`config.mk`:
```
export PLATFORM = sky130hd
export DESIGN_NAME = psum_writeback_flat
export DESIGN_NICKNAME = d
export VERILOG_FILES = /design/src/rtl/psum_wb_pkg.sv /design/src/rtl/psum_writeback_if.sv /design/src/rtl/psum_writeback_lane_fifo.sv /design/src/rtl/psum_writeback.sv /design/src/flat_wrapper.sv
export SDC_FILE = /design/constraint.sdc
export NUM_CORES = 2
export LEC_CHECK = 0
export ABC_AREA = 1
export CORE_ASPECT_RATIO = 0.7
export CORE_MARGIN = 4
export CORE_UTILIZATION = 35
export CTS_CLUSTER_DIAMETER = 60
export CTS_CLUSTER_SIZE = 16
export DETAILED_ROUTE_END_ITERATION = 10
export PLACE_DENSITY_LB_ADDON = 0.1
export SETUP_SLACK_MARGIN = 0.05
export SKIP_CTS_REPAIR_TIMING = 1
export SLEW_MARGIN = 20
export SYNTH_ARGS = -nofsm -noshare
export SYNTH_HDL_FRONTEND = slang
export SYNTH_HIERARCHICAL = 1
export SYNTH_SLANG_ARGS = --single-unit
```
`constraint.sdc`:
```
create_clock -name clk -period 7.3 [get_ports clk]
set_clock_uncertainty 0.2 [all_clocks]
set_input_delay 0.73 -clock clk [delete_from_list [all_inputs] [get_ports clk]]
set_output_delay 0.73 -clock clk [all_outputs]
set_load 0.1 [all_outputs]
```
`src/rtl/psum_wb_pkg.sv`:
```
// Shared types and sizing for the partial-sum writeback path: lane entry layout
// and the flush sequencing states.
package psum_wb_pkg;

    localparam int NUM_LANES  = 16;
    localparam int DATA_W     = 8;
    localparam int ADDR_W     = 16;
    localparam int FIFO_DEPTH = 4;
    localparam int LANE_W     = $clog2(NUM_LANES);

    typedef struct packed {
        logic [ADDR_W-1:0] addr;
        logic [DATA_W-1:0] data;
        logic              sel;
    } wb_entry_t;

    typedef enum logic [1:0] {
        IDLE  = 2'd0,
        RUN   = 2'd1,
        FLUSH = 2'd2,
        DONE  = 2'd3
    } wb_state_t;

endpackage

```
`src/rtl/psum_writeback_if.sv`:
```
// SRAM write port: a single valid/ready write channel carrying address, data
// and the region select captured with each entry.
interface psum_writeback_if;
    import psum_wb_pkg::*;

    logic              sram_we;
    logic [ADDR_W-1:0] sram_addr;
    logic [DATA_W-1:0] sram_wdata;
    logic              sram_sel;
    logic              sram_ready;

    modport master (
        output sram_we,
        output sram_addr,
        output sram_wdata,
        output sram_sel,
        input  sram_ready
    );

    modport slave (
        input  sram_we,
        input  sram_addr,
        input  sram_wdata,
        input  sram_sel,
        output sram_ready
    );

endinterface

```
`src/rtl/psum_writeback_lane_fifo.sv`:
```
// Per-lane synchronous FIFO of writeback entries. Pointers carry one extra
// wrap bit so full and empty are told apart without a counter.
module lane_fifo
    import psum_wb_pkg::*;
#(
    parameter int DEPTH = 4
) (
    input  logic      clk,
    input  logic      rst,
    input  logic      push,
    input  wb_entry_t push_data,
    input  logic      pop,
    output logic      full,
    output logic      empty,
    output wb_entry_t head
);

    localparam int PW = $clog2(DEPTH);

    wb_entry_t   mem_q [DEPTH];
    logic [PW:0] wr_ptr_q, wr_ptr_d;
    logic [PW:0] rd_ptr_q, rd_ptr_d;
    logic        push_ok;
    logic        pop_ok;

    assign empty = (wr_ptr_q == rd_ptr_q);
    assign full  = (wr_ptr_q[PW] != rd_ptr_q[PW]) &&
                   (wr_ptr_q[PW-1:0] == rd_ptr_q[PW-1:0]);

    // A full FIFO still accepts a push when its head leaves in the same cycle.
    assign push_ok = push && (!full || pop);
    assign pop_ok  = pop && !empty;
    assign head    = mem_q[rd_ptr_q[PW-1:0]];

    always_comb begin
        wr_ptr_d = wr_ptr_q;
        rd_ptr_d = rd_ptr_q;
        if (push_ok) wr_ptr_d = wr_ptr_q + 1'b1;
        if (pop_ok)  rd_ptr_d = rd_ptr_q + 1'b1;
    end

    always_ff @(posedge clk or negedge rst) begin
        if (!rst) begin
            wr_ptr_q <= '0;
            rd_ptr_q <= '0;
        end else begin
            wr_ptr_q <= wr_ptr_d;
            rd_ptr_q <= rd_ptr_d;
        end
    end

    always_ff @(posedge clk) begin
        if (push_ok) mem_q[wr_ptr_q[PW-1:0]] <= push_data;
    end

endmodule

```
`src/rtl/psum_writeback.sv`:
```
// Collects per-lane PE results into lane FIFOs and serialises them onto one
// SRAM write port with round-robin arbitration and a flush/done sequence.
module psum_writeback
    import psum_wb_pkg::*;
#(
    parameter int FIFO_DEPTH_P = FIFO_DEPTH
) (
    input  logic              clk,
    input  logic              rst,
    input  logic [DATA_W-1:0] DLA_out    [NUM_LANES],
    input  logic              psum_valid [NUM_LANES],
    input  logic [ADDR_W-1:0] psum_addr  [NUM_LANES],
    input  logic              store_is,
    input  logic              flush,
    psum_writeback_if.master  sram,
    output logic              busy,
    output logic              flush_done,
    output logic              overflow
);

    wb_entry_t            entry_in [NUM_LANES];
    wb_entry_t            head     [NUM_LANES];
    logic [NUM_LANES-1:0] valid_vec;
    logic [NUM_LANES-1:0] full_vec;
    logic [NUM_LANES-1:0] empty_vec;
    logic [NUM_LANES-1:0] pop_vec;

    logic [LANE_W-1:0] ptr_q, ptr_d;
    logic [LANE_W-1:0] lock_lane_q, lock_lane_d;
    logic              lock_q, lock_d;
    logic              overflow_q, overflow_d;
    logic              armed_q, armed_d;
    wb_state_t         state_q, state_d;

    logic [LANE_W-1:0] rr_grant;
    logic              rr_found;
    logic [LANE_W-1:0] grant;
    logic              grant_valid;
    logic              xfer;
    logic              any_push;
    logic              all_empty;
    logic              flush_req;
    logic              flush_taken;

    generate
        for (genvar gi = 0; gi < NUM_LANES; gi++) begin : g_lane
            assign valid_vec[gi]     = psum_valid[gi];
            assign entry_in[gi].addr = psum_addr[gi];
            assign entry_in[gi].data = DLA_out[gi];
            assign entry_in[gi].sel  = store_is;
            assign pop_vec[gi]       = xfer && (grant == LANE_W'(gi));

            lane_fifo #(
                .DEPTH(FIFO_DEPTH_P)
            ) u_fifo (
                .clk      (clk),
                .rst      (rst),
                .push     (valid_vec[gi]),
                .push_data(entry_in[gi]),
                .pop      (pop_vec[gi]),
                .full     (full_vec[gi]),
                .empty    (empty_vec[gi]),
                .head     (head[gi])
            );
        end
    endgenerate

    // First non-empty lane at or after the pointer, wrapping around.
    always_comb begin
        rr_found = 1'b0;
        rr_grant = '0;
        for (int k = 0; k < NUM_LANES; k++) begin
            if (!rr_found && !empty_vec[LANE_W'((32'(ptr_q) + k) % NUM_LANES)]) begin
                rr_found = 1'b1;
                rr_grant = LANE_W'((32'(ptr_q) + k) % NUM_LANES);
            end
        end
    end

    // A stalled grant stays put so the SRAM sees stable outputs until it accepts.
    assign grant       = lock_q ? lock_lane_q : rr_grant;
    assign grant_valid = lock_q || rr_found;
    assign xfer        = grant_valid && sram.sram_ready;

    assign sram.sram_we    = grant_valid;
    assign sram.sram_addr  = grant_valid ? head[grant].addr : '0;
    assign sram.sram_wdata = grant_valid ? head[grant].data : '0;
    assign sram.sram_sel   = grant_valid ? head[grant].sel  : 1'b0;

    assign any_push  = |valid_vec;
    assign all_empty = &empty_vec;
    assign flush_req = flush && armed_q;

    always_comb begin
        ptr_d       = ptr_q;
        lock_d      = grant_valid && !sram.sram_ready;
        lock_lane_d = grant;
        overflow_d  = overflow_q | (|(valid_vec & full_vec & ~pop_vec));
        if (xfer) begin
            ptr_d = (grant == LANE_W'(NUM_LANES - 1)) ? '0 : grant + LANE_W'(1);
        end
    end

    // Flush is edge-qualified: once consumed it must drop low before it counts again.
    always_comb begin
        state_d     = state_q;
        flush_taken = 1'b0;
        case (state_q)
            IDLE: begin
                if (flush_req) begin
                    state_d     = FLUSH;
                    flush_taken = 1'b1;
                end else if (any_push) begin
                    state_d = RUN;
                end
            end
            RUN: begin
                if (flush_req) begin
                    state_d     = FLUSH;
                    flush_taken = 1'b1;
                end else if (all_empty && !any_push) begin
                    state_d = IDLE;
                end
            end
            FLUSH: begin
                if (all_empty && !any_push) state_d = DONE;
            end
            DONE: begin
                state_d = IDLE;
            end
            default: state_d = IDLE;
        endcase
        armed_d = !flush || (armed_q && !flush_taken);
    end

    always_ff @(posedge clk or negedge rst) begin
        if (!rst) begin
            state_q     <= IDLE;
            ptr_q       <= '0;
            lock_q      <= 1'b0;
            lock_lane_q <= '0;
            overflow_q  <= 1'b0;
            armed_q     <= 1'b1;
        end else begin
            state_q     <= state_d;
            ptr_q       <= ptr_d;
            lock_q      <= lock_d;
            lock_lane_q <= lock_lane_d;
            overflow_q  <= overflow_d;
            armed_q     <= armed_d;
        end
    end

    assign busy       = (state_q != IDLE) || !all_empty;
    assign flush_done = (state_q == DONE);
    assign overflow   = overflow_q;

endmodule

```
`src/flat_wrapper.sv`:
```
// flat-port wrapper written by rule: the top's interface ports become plain ports
module psum_writeback_flat import psum_wb_pkg::*;
#(
    parameter int FIFO_DEPTH_P = FIFO_DEPTH
)
  (clk, rst, DLA_out, psum_valid, psum_addr, store_is, flush, busy, flush_done, overflow, sram_sram_we, sram_sram_addr, sram_sram_wdata, sram_sram_sel, sram_sram_ready);
  psum_writeback_if sram_i ();
  input  logic clk;
  input  logic rst;
  input  logic [DATA_W-1:0] DLA_out[NUM_LANES];
  input  logic psum_valid[NUM_LANES];
  input  logic [ADDR_W-1:0] psum_addr[NUM_LANES];
  input  logic store_is;
  input  logic flush;
  output logic busy;
  output logic flush_done;
  output logic overflow;
  output wire logic [$bits(sram_i.sram_we)-1:0] sram_sram_we;
  output wire logic [$bits(sram_i.sram_addr)-1:0] sram_sram_addr;
  output wire logic [$bits(sram_i.sram_wdata)-1:0] sram_sram_wdata;
  output wire logic [$bits(sram_i.sram_sel)-1:0] sram_sram_sel;
  input wire logic [$bits(sram_i.sram_ready)-1:0] sram_sram_ready;
  assign sram_sram_we = sram_i.sram_we;
  assign sram_sram_addr = sram_i.sram_addr;
  assign sram_sram_wdata = sram_i.sram_wdata;
  assign sram_sram_sel = sram_i.sram_sel;
  assign sram_i.sram_ready = sram_sram_ready;
  psum_writeback #(.FIFO_DEPTH_P(FIFO_DEPTH_P)) u_core (.clk(clk), .rst(rst), .DLA_out(DLA_out), .psum_valid(psum_valid), .psum_addr(psum_addr), .store_is(store_is), .flush(flush), .sram(sram_i), .busy(busy), .flush_done(flush_done), .overflow(overflow));
endmodule
```
## Word-level counts from Yosys, hierarchy flattened

Memories as Yosys holds them, arrays and structs flattened.
Index checks and enable logic that the tools add are counted.

- Flip-flop bits (word level): 109
- RAM bits: 1,600
- Input bits: 405
- Output and inout bits: 29
- Word-level logic and storage cells: 482
- Memories kept: 16

- Add/subtract/negate cells: 48
- $lt $le $gt $ge: 17
- Equal/unequal tests: 69
- Muxes and demuxes: 112
- Bitwise logic cells: 5
- Reduce and logical (&&, ||, !) cells: 177

Memory list:

| name | depth | width | rd ports | clocked after memory_dff | write ports | RTL line | text |
|---|---|---|---|---|---|---|---|
| u_core.g_lane[0].u_fifo.mem_q | 4 | 25 | 1 | 0 | 1 | psum_writeback_lane_fifo.sv:20 | `wb_entry_t mem_q [DEPTH];` |
| u_core.g_lane[10].u_fifo.mem_q | 4 | 25 | 1 | 0 | 1 | psum_writeback_lane_fifo.sv:20 |  |
| u_core.g_lane[11].u_fifo.mem_q | 4 | 25 | 1 | 0 | 1 | psum_writeback_lane_fifo.sv:20 |  |
| u_core.g_lane[12].u_fifo.mem_q | 4 | 25 | 1 | 0 | 1 | psum_writeback_lane_fifo.sv:20 |  |
| u_core.g_lane[13].u_fifo.mem_q | 4 | 25 | 1 | 0 | 1 | psum_writeback_lane_fifo.sv:20 |  |
| u_core.g_lane[14].u_fifo.mem_q | 4 | 25 | 1 | 0 | 1 | psum_writeback_lane_fifo.sv:20 |  |
| 10 more memories | - | - | - | - | - | - |  |

Operators by type and width:

| cell | count |
|---|---|
| 25-bit binary-select mux with 4-bit select | 1 |
| 3-bit by 1-bit adder with 3-bit output (second input constant) | 32 |
| 1-bit logical AND | 84 |
| 4-bit by 5-bit less-than comparator with 1-bit output (second input constant) | 16 |
| 4-bit two-way mux | 18 |
| 1-bit two-way mux | 67 |
| 1-bit zero test | 66 |
| 1-bit binary-select mux with 4-bit select | 16 |
| 25-bit two-way mux | 2 |
| 3-bit == test | 16 |
| 4-bit adder (second input constant) | 8 |
| 16-bit AND | 2 |
| 2-bit == test | 16 |
| 4-bit == test (second input constant) | 8 |
| 16-bit OR reduction | 2 |
| 1-bit logical OR | 19 |
| 4-bit by 3-bit adder with 4-bit output (second input constant) | 4 |
| 4-bit by 3-bit == test with 1-bit output (second input constant) | 4 |
| 16-bit two-way mux | 1 |
| 1-bit != test | 16 |
| 16-bit inverter | 1 |
| 16-bit AND reduction | 1 |
| 2-bit two-way mux | 5 |
| 4-bit by 1-bit adder with 4-bit output (second input constant) | 2 |
| other kinds (17) | 21 |

## Depth between registers and ports, before layout

- Word-level depth: 55
- Depth in mapped cells: 38
- Depth with buffers taken out: 36

## Cells and area by module

Netlist, hierarchy kept.

By module, submodules not included:

| module | instances | cells an instance | area each (µm²) |
|---|---|---|---|
| lane_fifo at u_core.g_lane[10].u_fifo ... | 9 | 303 | 4,164.0 |
| lane_fifo at u_core.g_lane[0].u_fifo ... | 6 | 302 | 4,164.0 |
| psum_writeback | 1 | 1,648 | 8,041.5 |
| lane_fifo at u_core.g_lane[4].u_fifo | 1 | 303 | 4,162.7 |

## Worst setup path after synthesis

OpenSTA, ideal clock, no wires.

- Path type: register to register
- From: reg u_core.ptr_q[1]
- To: mem u_core/g_lane[11].u_fifo/mem_q[1][0] (netlist name), enable pin
- Library setup time: 0.407 ns
- Arrival time: 5.414 ns
- Data required time: 6.693 ns
- Path slack: 1.280 ns
- Cell stages (with the launch flop): 34
- Buffers on the path: 4
- Clock period less this slack: 6.020 ns
- Cells stage by stage: dfrtp_1 inv_1 buf_2 ha_1 inv_1 clkbuf_1 nand3_1 nand3_1 nand3_1 nand2_1 nor2_2 nand4_2 nor2_4 nand4_2 nor2_4 nand4_4 nor2_8 nand3_2 nand2_1 nand2_1 nand3_2 nand2_1 inv_1 buf_2 buf_2 ha_1 inv_1 nor2_1 nand3_1 inv_1 inv_1 nand4_4 nand2_4 nor2_1

- Word-level cells in the longest chain between the ends: 55
- Elaborated cells on any way between the ends: 132
- Those cells by class: 15 x add/sub; 1 x eq/ne; 67 x mux; 49 x reduce/logical

Ends and longest elaborated chain:

| item | RTL line | text |
|---|---|---|
| start, declared | psum_writeback.sv:28 | `logic [LANE_W-1:0] ptr_q, ptr_d;` |
| start signal, assigned | psum_writeback.sv:146 | `ptr_q <= ptr_d;` |
| 4-bit by 1-bit adder with 4-bit output | psum_writeback.sv:73 | `if (!rr_found && !empty_vec[LANE_W'((32'(ptr_q) + k) % NUM_LANES)]) begin` |
| 1-bit binary-select mux with 4-bit select | psum_writeback.sv:73 |  |
| 1-bit two-way mux (implied by the code) | psum_writeback.sv:73 |  |
| 1-bit zero test | psum_writeback.sv:73 |  |
| 1-bit logical AND | psum_writeback.sv:73 |  |
| 1-bit two-way mux | psum_writeback.sv:73 |  |
| 1-bit zero test | psum_writeback.sv:73 |  |
| 1-bit logical AND | psum_writeback.sv:73 |  |
| [41 not listed] | - |  |
| net u_core.grant[0] | psum_writeback.sv:37 | `logic [LANE_W-1:0] grant;` |
| 4-bit == test (*) | psum_writeback.sv:51 | `assign pop_vec[gi] = xfer && (grant == LANE_W'(gi));` |
| 1-bit logical AND (*) | psum_writeback.sv:51 |  |
| net u_core.pop_vec[11] | psum_writeback.sv:26 | `logic [NUM_LANES-1:0] pop_vec;` |
| 1-bit logical OR (*) | psum_writeback_lane_fifo.sv:31 | `assign push_ok = push && (!full \|\| pop);` |
| 1-bit logical AND (*) | psum_writeback_lane_fifo.sv:31 |  |
| 1-bit two-way mux (*) | psum_writeback_lane_fifo.sv:53 | `if (push_ok) mem_q[wr_ptr_q[PW-1:0]] <= push_data;` |
| 1-bit two-way mux (implied by the code) (*) | psum_writeback_lane_fifo.sv:53 |  |
| end, declared | psum_writeback_lane_fifo.sv:20 |  |

The timed path passes the listed nets; every way through them passes the cells marked *. The select of a mux whose other input is x is not followed.

## Final worst setup path

- From: reg u_core.g_lane[10].u_fifo.rd_ptr_q[0]
- To: out sram_sram_wdata[1]

- Word-level cells in the longest chain between the ends: 54
- Elaborated cells on any way between the ends: 117
- Those cells by class: 1 x eq/ne; 69 x mux; 1 x bitwise; 45 x reduce/logical; 1 x memory

Ends and longest elaborated chain:

| item | RTL line | text |
|---|---|---|
| start, declared | psum_writeback_lane_fifo.sv:22 | `logic [PW:0] rd_ptr_q, rd_ptr_d;` |
| start signal, assigned | psum_writeback_lane_fifo.sv:48 | `rd_ptr_q <= rd_ptr_d;` |
| 3-bit == test (*) | psum_writeback_lane_fifo.sv:26 | `assign empty = (wr_ptr_q == rd_ptr_q);` |
| net u_core.empty_vec[10] | psum_writeback.sv:25 | `logic [NUM_LANES-1:0] empty_vec;` |
| 1-bit binary-select mux with 4-bit select | psum_writeback.sv:73 |  |
| 1-bit two-way mux (implied by the code) | psum_writeback.sv:73 |  |
| 1-bit zero test | psum_writeback.sv:73 |  |
| 1-bit logical AND | psum_writeback.sv:73 |  |
| 1-bit two-way mux | psum_writeback.sv:73 |  |
| 1-bit zero test | psum_writeback.sv:73 |  |
| [38 not listed] | - |  |
| 1-bit zero test | psum_writeback.sv:73 |  |
| 1-bit logical AND | psum_writeback.sv:73 |  |
| 4-bit two-way mux | psum_writeback.sv:73 |  |
| 4-bit two-way mux | psum_writeback.sv:81 | `assign grant = lock_q ? lock_lane_q : rr_grant;` |
| 4-bit inverter with 5-bit output (implied by the code) | psum_writeback.sv:87 | `assign sram.sram_wdata = grant_valid ? head[grant].data : '0;` |
| 25-bit binary-select mux with 4-bit select | psum_writeback.sv:87 |  |
| 25-bit two-way mux (2 in a row) | - |  |
| 8-bit two-way mux (*) | psum_writeback.sv:87 |  |
| end, declared | flat_wrapper.sv:20 | `output wire logic [$bits(sram_i.sram_wdata)-1:0] sram_sram_wdata;` |

Marked as above.

==> impl_metrics.tcl <==
set metrics [dict create \
    clkLatencyLatePin_ns 0.83 \
    layout_common_cells "1600 x edfxtp_1, 889 x nor2_1, 791 x o21ai_0" \
    grt_max_degree 99 \
    drv_slew 0 \
    netlist_top_cells_area "edfxtp_1 64%, o21ai_0 5.3%, nor2_1 4.8%" \
    setup_viol_count_final 0 \
    worst_ir_drop_vdd_uv 804 \
    ys_ff_latch 1709 \
    r2r_slack_ns 0.83 \
    synth-async-reset-ratio 0.0638 \
    regToRegEndpoint "u_core/g_lane[8].u_fifo/mem_q[2][23]$_DFFE_PP_" \
    worst-setup-path-type "register to primary output" \
    cp-end-kind "primary output" \
    yosys.area.top_type "edfxtp_1" \
    antenna_found_initial 55 \
    cap_violations 0 \
    avgSynthCellArea_um2 11.5 \
    cts_max_path_buffers 4 \
    slew_headroom 0.340 \
    min_period_ns 6.92 \
    wl_per_cell_um 25.6 \
    powerDensity_mw_per_mm2 511 \
    fmax_mhz 145 \
    holdPathStages 2 \
    synth_seq_area_share 0.680 \
    postLayoutCoreUtil 0.419 \
    grt_util_all_layers 0.217 \
    ant_nets 0 \
    final_cell_count_no_fill 9847 \
    rsz0062_at_grt "no" \
    worstPathArrival_ns 5.99 \
    clockRootBuffer "clkbuf_16" \
    drc_errors 0 \
    layout.nets 7453 \
    hold_viol_final 0 \
    final_common_cell "edfxtp_1" \
    io-pin-count 434 \
    drt_wl_total_mm 252 \
    grt_pass1_wl_mm 351 \
    die_x_um 560 \
    netlist_area_mm2 0.0747 \
    hold_start "u_core/armed_q$_DFF_PN1_" \
    p_leak_nw 32.6 \
    grt_pass1_vias 47600 \
    h-tree-depth 4 \
    hpwl_mm 171 \
    synth.net_count 6986 \
    min_to "u_core/armed_q$_DFF_PN1_" \
    area_delta_synth_final_pct 18.8 \
    ys_warn_count 6 \
    drtPass1Iterations 6 \
    outcome "completed" \
    hold_class "register to register" \
    dieHeight_um 394 \
    ff2ff_path_depth 33 \
    start_util 0.353 \
    num_vias 51100 \
    layout-drive-gt1-share 0.100 \
    dp_cells 9558 \
    port_buffers 433 \
    startpoint "u_core/g_lane[10].u_fifo/rd_ptr_q[0]$_DFFE_PN0P_" \
    clk_pin_slew_worst_paths_ns 0.07 \
    critical-path-max-stage-delay_ns 0.46 \
    drtIter0Drc 5049 \
    synthCells 6490 \
    core_area_mm2 0.212 \
    cp_max_fo 27 \
    numCtsBuffers 147 \
    clock-sinks 1709 \
    worst_r2r_startpoint "u_core/g_lane[10].u_fifo/rd_ptr_q[0]$_DFFE_PN0P_" \
    synth_ff_type "edfxtp_1" \
    fillCellCount 19800 \
    timing.critical_path.from_type "register" \
    cts_tree "yes" \
    tightestPinTransition_ns 0.987 \
    required_ns 6.37 \
    final.setup.worst_slack_ns 0.384 \
    pre_cts_ws_ns 0.617 \
    gp_congestion 0.956 \
    crit_slowest_cell "dfrtp_2" \
    row_count 141 \
    dieArea_mm2 0.221 \
    yosys.area.top_type_share 0.643 \
    via_per_inst 5.19 \
    min_period_over_period 0.947 \
    synth-edff-count 1600 \
    grt-ovfl-total 0 \
    synth_cell_types 49 \
]
-- metal layers --
| layer | vias up | track usage | part of all wire |
|---|---|---|---|
| met5 | - | 0 | 0.00026 |
| met4 | 10 | 0.0482 | 0.023 |
| met3 | 299 | 0.0354 | 0.063 |
| met2 | 1618 | 0.333 | 0.45 |
| met1 | 25400 | 0.323 | 0.47 |
| li1 | 23800 | - | - |
-- registers in the layout, indices dropped and copies added, names as in the netlist --
register,flops
u_core/armed_q,1
u_core/g_lane.u_fifo/mem_q,1600
u_core/g_lane.u_fifo/rd_ptr_q,48
u_core/g_lane.u_fifo/wr_ptr_q,48
u_core/lock_lane_q,4
u_core/lock_q,1
u_core/overflow,1
u_core/ptr_q,4
u_core/state_q,2
-- power by group --
part	leakage (nW)	total (mW)	internal (mW)	switching (mW)
clock	2.13	7.62	4.00	3.61
combinational	14.4	24.0	6.94	17.0
sequential	16.0	13.7	13.0	0.753
total	32.6	45.3	23.9	21.4
-- critical path: cells and delay by family, from the launching register on --
family	cells	cell delay (ns)
flops	1	0.46
simple gates	25	3.63
buf+inv	5	1.03
-- cell usage after synthesis, drive strengths merged, types with 2 or more instances --
| cell | instances |
|---|---|
| o211ai | 52 |
| nand3 | 518 |
| o22ai | 402 |
| o21a | 3 |
| xnor2 | 19 |
| inv | 585 |
| nor2 | 956 |
| a21oi | 4 |
| dfrtp | 108 |
| edfxtp | 1600 |
| buf | 221 |
| xor2 | 30 |
| o21ai | 814 |
| nand3b | 75 |
| clkbuf | 131 |
| or4 | 2 |
| nor3 | 6 |
| ha | 91 |
| nand4 | 35 |
| nand2 | 827 |
| nor4 | 2 |
-- kinds of logic after synthesis --
group                      Yosys count  share of synthesized area
xor gates and xnor gates            49                     0.0102
and+or+nand+nor                   2423                      0.144
adders and majority gates           91                     0.0152
AOI/OAI and AO/OA                 1278                     0.0944
muxes                                2                   0.000285
buffers and inverters              938                     0.0558
DFF                               1709                      0.680
-- cell type report --
type,instances,area [um2],area share
clock buffers,190,3910,0.0441
flip-flops and latches,1709,50800,0.573
multi-input cells,3843,20000,0.226
clock inverters,47,484,0.00546
diodes,14,35.0,0.000395
inverters,586,2360,0.0266
well taps,2788,3490,0.0393
repair buffers,664,7510,0.0847
repair inverters,6,45.0,0.000508
-- through the flow --
stage,power (mW),hold slack [ns],TNS (ns),area [um2]
4_1_cts,44.7,-0.251,-3.33,87800
5_1_grt,47.6,0.279,0,88700
2_1_floorplan,26.9,0.234,0,74700
3_5_place_dp,37.0,0.253,0,83400
3_3_place_gp,37.1,0.242,0,83400
6_report,45.3,0.263,0,88700
-- worst max-delay path by stage --
| stage | end | slack [ns] | cells past startpoint |
|---|---|---|---|
| after floorplan | u_core/g_lane[11].u_fifo/mem_q[1][0]$_DFFE_PP_ | 1.28 | 33 |
| after global placement | sram_sram_addr[14] | 0.61 | 33 |
| after detailed placement | sram_sram_addr[14] | 0.62 | 33 |
| after CTS | sram_sram_addr[14] | -0.28 | 33 |
| after global routing | sram_sram_wdata[3] | 0.03 | 30 |
| final | sram_sram_wdata[1] | 0.38 | 30 |
Note: power is estimated with default switching activity, not from simulation.
